**src/rtl/uart_tx_pkg.sv**
```systemverilog
// Shared UART constants, state encoding and helpers for the transmitter and receiver.
package uart_tx_pkg;

  localparam int unsigned CLK_FREQ        = 10_000_000;
  localparam int unsigned BAUD_RATE       = 312_500;
  localparam int unsigned OVERSAMPLE      = 16;
  localparam int unsigned DIVISOR         = CLK_FREQ / BAUD_RATE / OVERSAMPLE;
  localparam int unsigned UART_FRAME_BITS = 10;

  localparam int unsigned DATA_W    = 8;
  localparam int unsigned OS_W      = 4;
  localparam int unsigned BIT_CNT_W = 3;

  typedef enum logic [1:0] {
    IDLE,
    START,
    DATA,
    STOP
  } tx_state_t;

  // Counter width able to hold 0..n-1, never narrower than one bit.
  function automatic int unsigned cnt_width(input int unsigned n);
    return (n > 1) ? $clog2(n) : 1;
  endfunction

endpackage

```
**src/rtl/uart_baud_gen.sv**
```systemverilog
// Bit-timing generator: prescaler tick every DIVISOR clocks, bit_end every
// OVERSAMPLE ticks. Shared by the UART transmitter and receiver.
module uart_baud_gen
  import uart_tx_pkg::*;
#(
  parameter int unsigned DIVISOR    = uart_tx_pkg::DIVISOR,
  parameter int unsigned OVERSAMPLE = uart_tx_pkg::OVERSAMPLE
) (
  input  logic clk,
  input  logic reset,
  input  logic clear,
  output logic tick,
  output logic bit_end
);

  localparam int unsigned PRE_W = cnt_width(DIVISOR);

  logic [PRE_W-1:0] pre_cnt;
  logic [OS_W-1:0]  os_cnt;

  // Strobes are decoded from registered counters only.
  assign tick    = (pre_cnt == PRE_W'(DIVISOR - 1));
  assign bit_end = tick && (os_cnt == OS_W'(OVERSAMPLE - 1));

  always_ff @(posedge clk) begin
    if (reset || clear) begin
      pre_cnt <= '0;
      os_cnt  <= '0;
    end else if (tick) begin
      pre_cnt <= '0;
      os_cnt  <= bit_end ? '0 : os_cnt + OS_W'(1);
    end else begin
      pre_cnt <= pre_cnt + PRE_W'(1);
    end
  end

endmodule

```
**src/rtl/uart_tx.sv**
```systemverilog
// 8N1 UART transmitter with valid/ready byte input and registered serial output.
module uart_tx
  import uart_tx_pkg::*;
#(
  parameter int unsigned CLK_FREQ   = uart_tx_pkg::CLK_FREQ,
  parameter int unsigned BAUD_RATE  = uart_tx_pkg::BAUD_RATE,
  parameter int unsigned OVERSAMPLE = uart_tx_pkg::OVERSAMPLE
) (
  input  logic              clk,
  input  logic              reset,
  input  logic [DATA_W-1:0] tx_data,
  input  logic              tx_valid,
  output logic              tx_ready,
  output logic              tx,
  output logic              tx_busy,
  output logic              tx_done
);

  localparam int unsigned DIV_RATIO = CLK_FREQ / BAUD_RATE / OVERSAMPLE;

  tx_state_t             state, state_nxt;
  logic [DATA_W-1:0]     shift_q, shift_nxt;
  logic [BIT_CNT_W-1:0]  bit_cnt, bit_cnt_nxt;
  logic                  tx_nxt, ready_nxt, busy_nxt, done_nxt;
  logic                  baud_clear, baud_tick, baud_bit_end, bit_done;

  // Bit timing restarts from zero on every accepted byte.
  assign baud_clear = (state == IDLE);
  assign bit_done   = baud_tick && baud_bit_end;

  uart_baud_gen #(
    .DIVISOR    (DIV_RATIO),
    .OVERSAMPLE (OVERSAMPLE)
  ) u_baud_gen (
    .clk     (clk),
    .reset   (reset),
    .clear   (baud_clear),
    .tick    (baud_tick),
    .bit_end (baud_bit_end)
  );

  always_ff @(posedge clk) begin
    if (reset) begin
      state    <= IDLE;
      shift_q  <= '0;
      bit_cnt  <= '0;
      tx       <= 1'b1;
      tx_ready <= 1'b0;
      tx_busy  <= 1'b0;
      tx_done  <= 1'b0;
    end else begin
      state    <= state_nxt;
      shift_q  <= shift_nxt;
      bit_cnt  <= bit_cnt_nxt;
      tx       <= tx_nxt;
      tx_ready <= ready_nxt;
      tx_busy  <= busy_nxt;
      tx_done  <= done_nxt;
    end
  end

  always_comb begin
    state_nxt   = state;
    shift_nxt   = shift_q;
    bit_cnt_nxt = bit_cnt;
    tx_nxt      = 1'b1;
    done_nxt    = 1'b0;

    case (state)
      IDLE: begin
        if (tx_valid && tx_ready) begin
          shift_nxt   = tx_data;
          bit_cnt_nxt = '0;
          state_nxt   = START;
        end
      end
      START: begin
        if (bit_done) state_nxt = DATA;
      end
      DATA: begin
        if (bit_done) begin
          shift_nxt   = shift_q >> 1;
          bit_cnt_nxt = bit_cnt + BIT_CNT_W'(1);
          if (bit_cnt == BIT_CNT_W'(DATA_W - 1)) state_nxt = STOP;
        end
      end
      STOP: begin
        if (bit_done) begin
          done_nxt  = 1'b1;
          state_nxt = IDLE;
        end
      end
      default: state_nxt = IDLE;
    endcase

    // Registered outputs reflect the state being entered, so tx changes on the edge.
    case (state_nxt)
      START:   tx_nxt = 1'b0;
      DATA:    tx_nxt = shift_nxt[0];
      default: tx_nxt = 1'b1;
    endcase

    ready_nxt = (state_nxt == IDLE);
    busy_nxt  = (state_nxt != IDLE);
  end

endmodule

```
**config.mk**
```make
export PLATFORM = sky130hd
export DESIGN_NAME = uart_tx
export DESIGN_NICKNAME = d
export VERILOG_FILES = /design/src/rtl/uart_tx_pkg.sv /design/src/rtl/uart_baud_gen.sv /design/src/rtl/uart_tx.sv
export SDC_FILE = /design/constraint.sdc
export NUM_CORES = 1
export LEC_CHECK = 0
export ABC_CLOCK_PERIOD_IN_PS = 2500
export CORE_MARGIN = 3
export CORE_UTILIZATION = 55
export CTS_CLUSTER_DIAMETER = 80
export DETAILED_ROUTE_END_ITERATION = 10
export PLACE_DENSITY = 0.89
export SETUP_SLACK_MARGIN = 0.3
export SLEW_MARGIN = 10
export SYNTH_ARGS = -nofsm -noshare
export SYNTH_HDL_FRONTEND = slang
export SYNTH_SLANG_ARGS = --single-unit
```
**constraint.sdc**
```tcl
create_clock -name clk -period 2.5 [get_ports clk]
set_input_delay 0.375 -clock clk [delete_from_list [all_inputs] [get_ports clk]]
set_output_delay 0.375 -clock clk [all_outputs]
set_load 0.005 [all_outputs]
```
==> out/results.ini <==
[critical_path]
path_cells = ha_1 -> and4_4 -> mux2_4 -> o2111a_1 -> a41oi_1
critPathLaunch = u_baud_gen.os_cnt[0]
cp.arrival_ns = 1.98
r2r-start = u_baud_gen.os_cnt[0]
crit_family = compound AO/OA/AOI/OAI gates
crit_required_ns = 2.73
slowest_delay_ns = 0.40
slowest_stage = dfxtp_1
critical_path.reg2reg.endpoint = tx
r2r_cells = 5
worstSetupPathType = flip-flop to flip-flop
start_kind = flip-flop
path_buf_inv = 0
end_kind = flip-flop
r2r_slack_ns = 0.75
worstPathMaxFanout = 7

[global_routing]
grt_max_degree = 17
use_met1 = 0.227
grt.busiest_layer = met2
use_met3 = 0.0554
gr-total-overflow = 0
grt_pass1_wl_um = 2860
first_global_vias = 684
grt_use_total = 0.176
antenna_found_initial = 0
use_met2 = 0.276

[hold_path]
min_from = shift_q[2]
hp-class = flip-flop to flip-flop
holdPathEnd = shift_q[2]
holdPathStages = 2

[sta]
fin_setup_tns_ns = 0
skew_ns = 0.00469
finalWorstPathRequiredPeriod_ns = 1.75
tightestPinTransition_ns = 0.570
finalMaxSlewViolations = 0
setup_viol = 0
rsz0062_at_grt = false
min_period_over_period = 0.700
hold_viol = 0
fmax_mhz = 571
slew_headroom = 0.616

[detailed_routing]
vias = 810
first_pass_iters = 4
ant_nets = 0
drcViolationCount = 0
wl_per_cell_um = 12.4
via_per_inst = 5.63
wl_um = 1790
detail_route.iter0.violations = 18

[clock_tree]
post_cts_buffers = 0
cts_made_buffers = 3
clockBufferDepth = 2
h-tree-depth = 1
clkSinkCount = 22
post_cts_resized = 0
clk_latency_ns = 0.31
root_buffer = clkbuf_4
clk_pin_slew_worst_paths_ns = 0.12
hold_buffers = 0
cts_tree = done

[synthesis]
synthTopCellsByCount = dfxtp_1, a21oi_1, nand2_1
synth_area_um2 = 980
synth_cells = 109
synth_ff_type = dfxtp_1
synth.avg_cell_area_um2 = 8.99
synth.area.top_cells = dfxtp_1, a21oi_1, nand2_1
ys_seq_elements = 22
synth.most_common_cell = dfxtp_1
yosysSeqAreaShare = 0.450
synth_top_area_frac = 0.450
synth_edf_count = 0
ys_warn_count = 0
syn-num-nets = 123
async_flop_share = 0
yosys.area.top_type = dfxtp_1
yosysUniqueCellTypes = 33

[floorplan]
die_y_um = 48.2
initial_core_util = 0.615
coreArea_um2 = 1590
die-area_um2 = 2320
rows = 14
ioPinCount = 15
die_w_um = 48.2

[flow_run]
drv_cap = 0

[cells_and_area]
final_core_util = 0.728
antennaDiodeCount = 0
drive_gt1_frac = 0.100
syn2layout_area_growth_pct = 18.5
nNetsFinal = 135
final_area_um2 = 1160

[pwr]
vdd_drop_max_mv = 0.340
p_leak_uw = 0.000418
pwr_density_cell_nw_per_um2 = 613

[placed_design]
io_buffers = 14
place_congestion = 0.824
dpl_cell_area_um2 = 1110
hpwlAfterDp_um = 1240

[status]
status = finished clean

-- cell usage in the layout (no fill, tap or decap), types with 2 or more instances in the layout --
master and instances:
o21ai_0 4, nand2_1 14, dfxtp_1 22, a21oi_1 15, inv_1 2, nor2_1 8, clkdlybuf4s50_1 14, nor2b_1 2
mux2i_1 2, a22oi_1 6, or3_1 3, clkbuf_4 3, ha_1 3, nand4_1 3
-- metal layers --
metal / routed length [µm] / share of wire
met1: 845 / 0.47
met3: 83 / 0.046
met2: 838 / 0.47
met5: 0 / 0
met4: 21 / 0.012
-- state kept, by name, indices dropped and copies added (netlist names) --
name               flops
bit_cnt                3
tx_done                1
tx_busy                1
u_baud_gen.os_cnt      4
u_baud_gen.tick        1
state                  2
shift_q                8
tx_ready               1
tx                     1
-- how the worst max path moves through the flow --
stage,end,depth (start not counted),slack [ns]
CTS,tx,5,0.78
detailed placement,shift_q[3],5,0.68
global route,tx,5,0.69
floorplan,tx,6,0.88
finish,tx,5,0.75
global placement,shift_q[3],5,0.77
-- metrics by stage --
step	power [µW]	worst slack, ns	instances	hold WS, ns
after floorplan	418	0.878	109	0.432
after global placement	446	0.770	140	0.439
after detailed placement	448	0.684	140	0.455
after CTS	716	0.782	144	0.478
after global routing	737	0.694	144	0.498
final	712	0.749	144	0.482
-- where the power goes --
| group | internal (µW) | switching, µW | leakage, µW |
|---|---|---|---|
| Clock | 162 | 108 | 0.0000279 |
| Combinational | 38.2 | 29.6 | 0.000211 |
| Sequential | 364 | 10.1 | 0.000179 |
| Total | 564 | 148 | 0.000418 |
-- cell type report --
type                            count  area (µm²)
Multi-Input combinational cell     77         483
Sequential cell                    22         440
Fill cell                         108         433
Timing Repair Buffer               15         148
Clock inverter                      1        30.0
Tap cell                           24        30.0
Clock buffer                        3        22.5
Inverter                            2        7.51
-- tightest hold or removal path: stages (launching register included) --
cell,delay [ns]
dfxtp_1,0.33
nand2_1,0.06
a21oi_1,0.06
-- kinds of logic after synthesis --
family / count (synthesis) / synth area share
compound gates: 31 / 0.195
xor+xnor: 1 / 0.00894
fa+ha+maj: 3 / 0.0383
buf+inv: 10 / 0.0575
flops: 22 / 0.450
mux: 4 / 0.0472
simple gates: 38 / 0.203
Power figures use the tool's default switching activity.
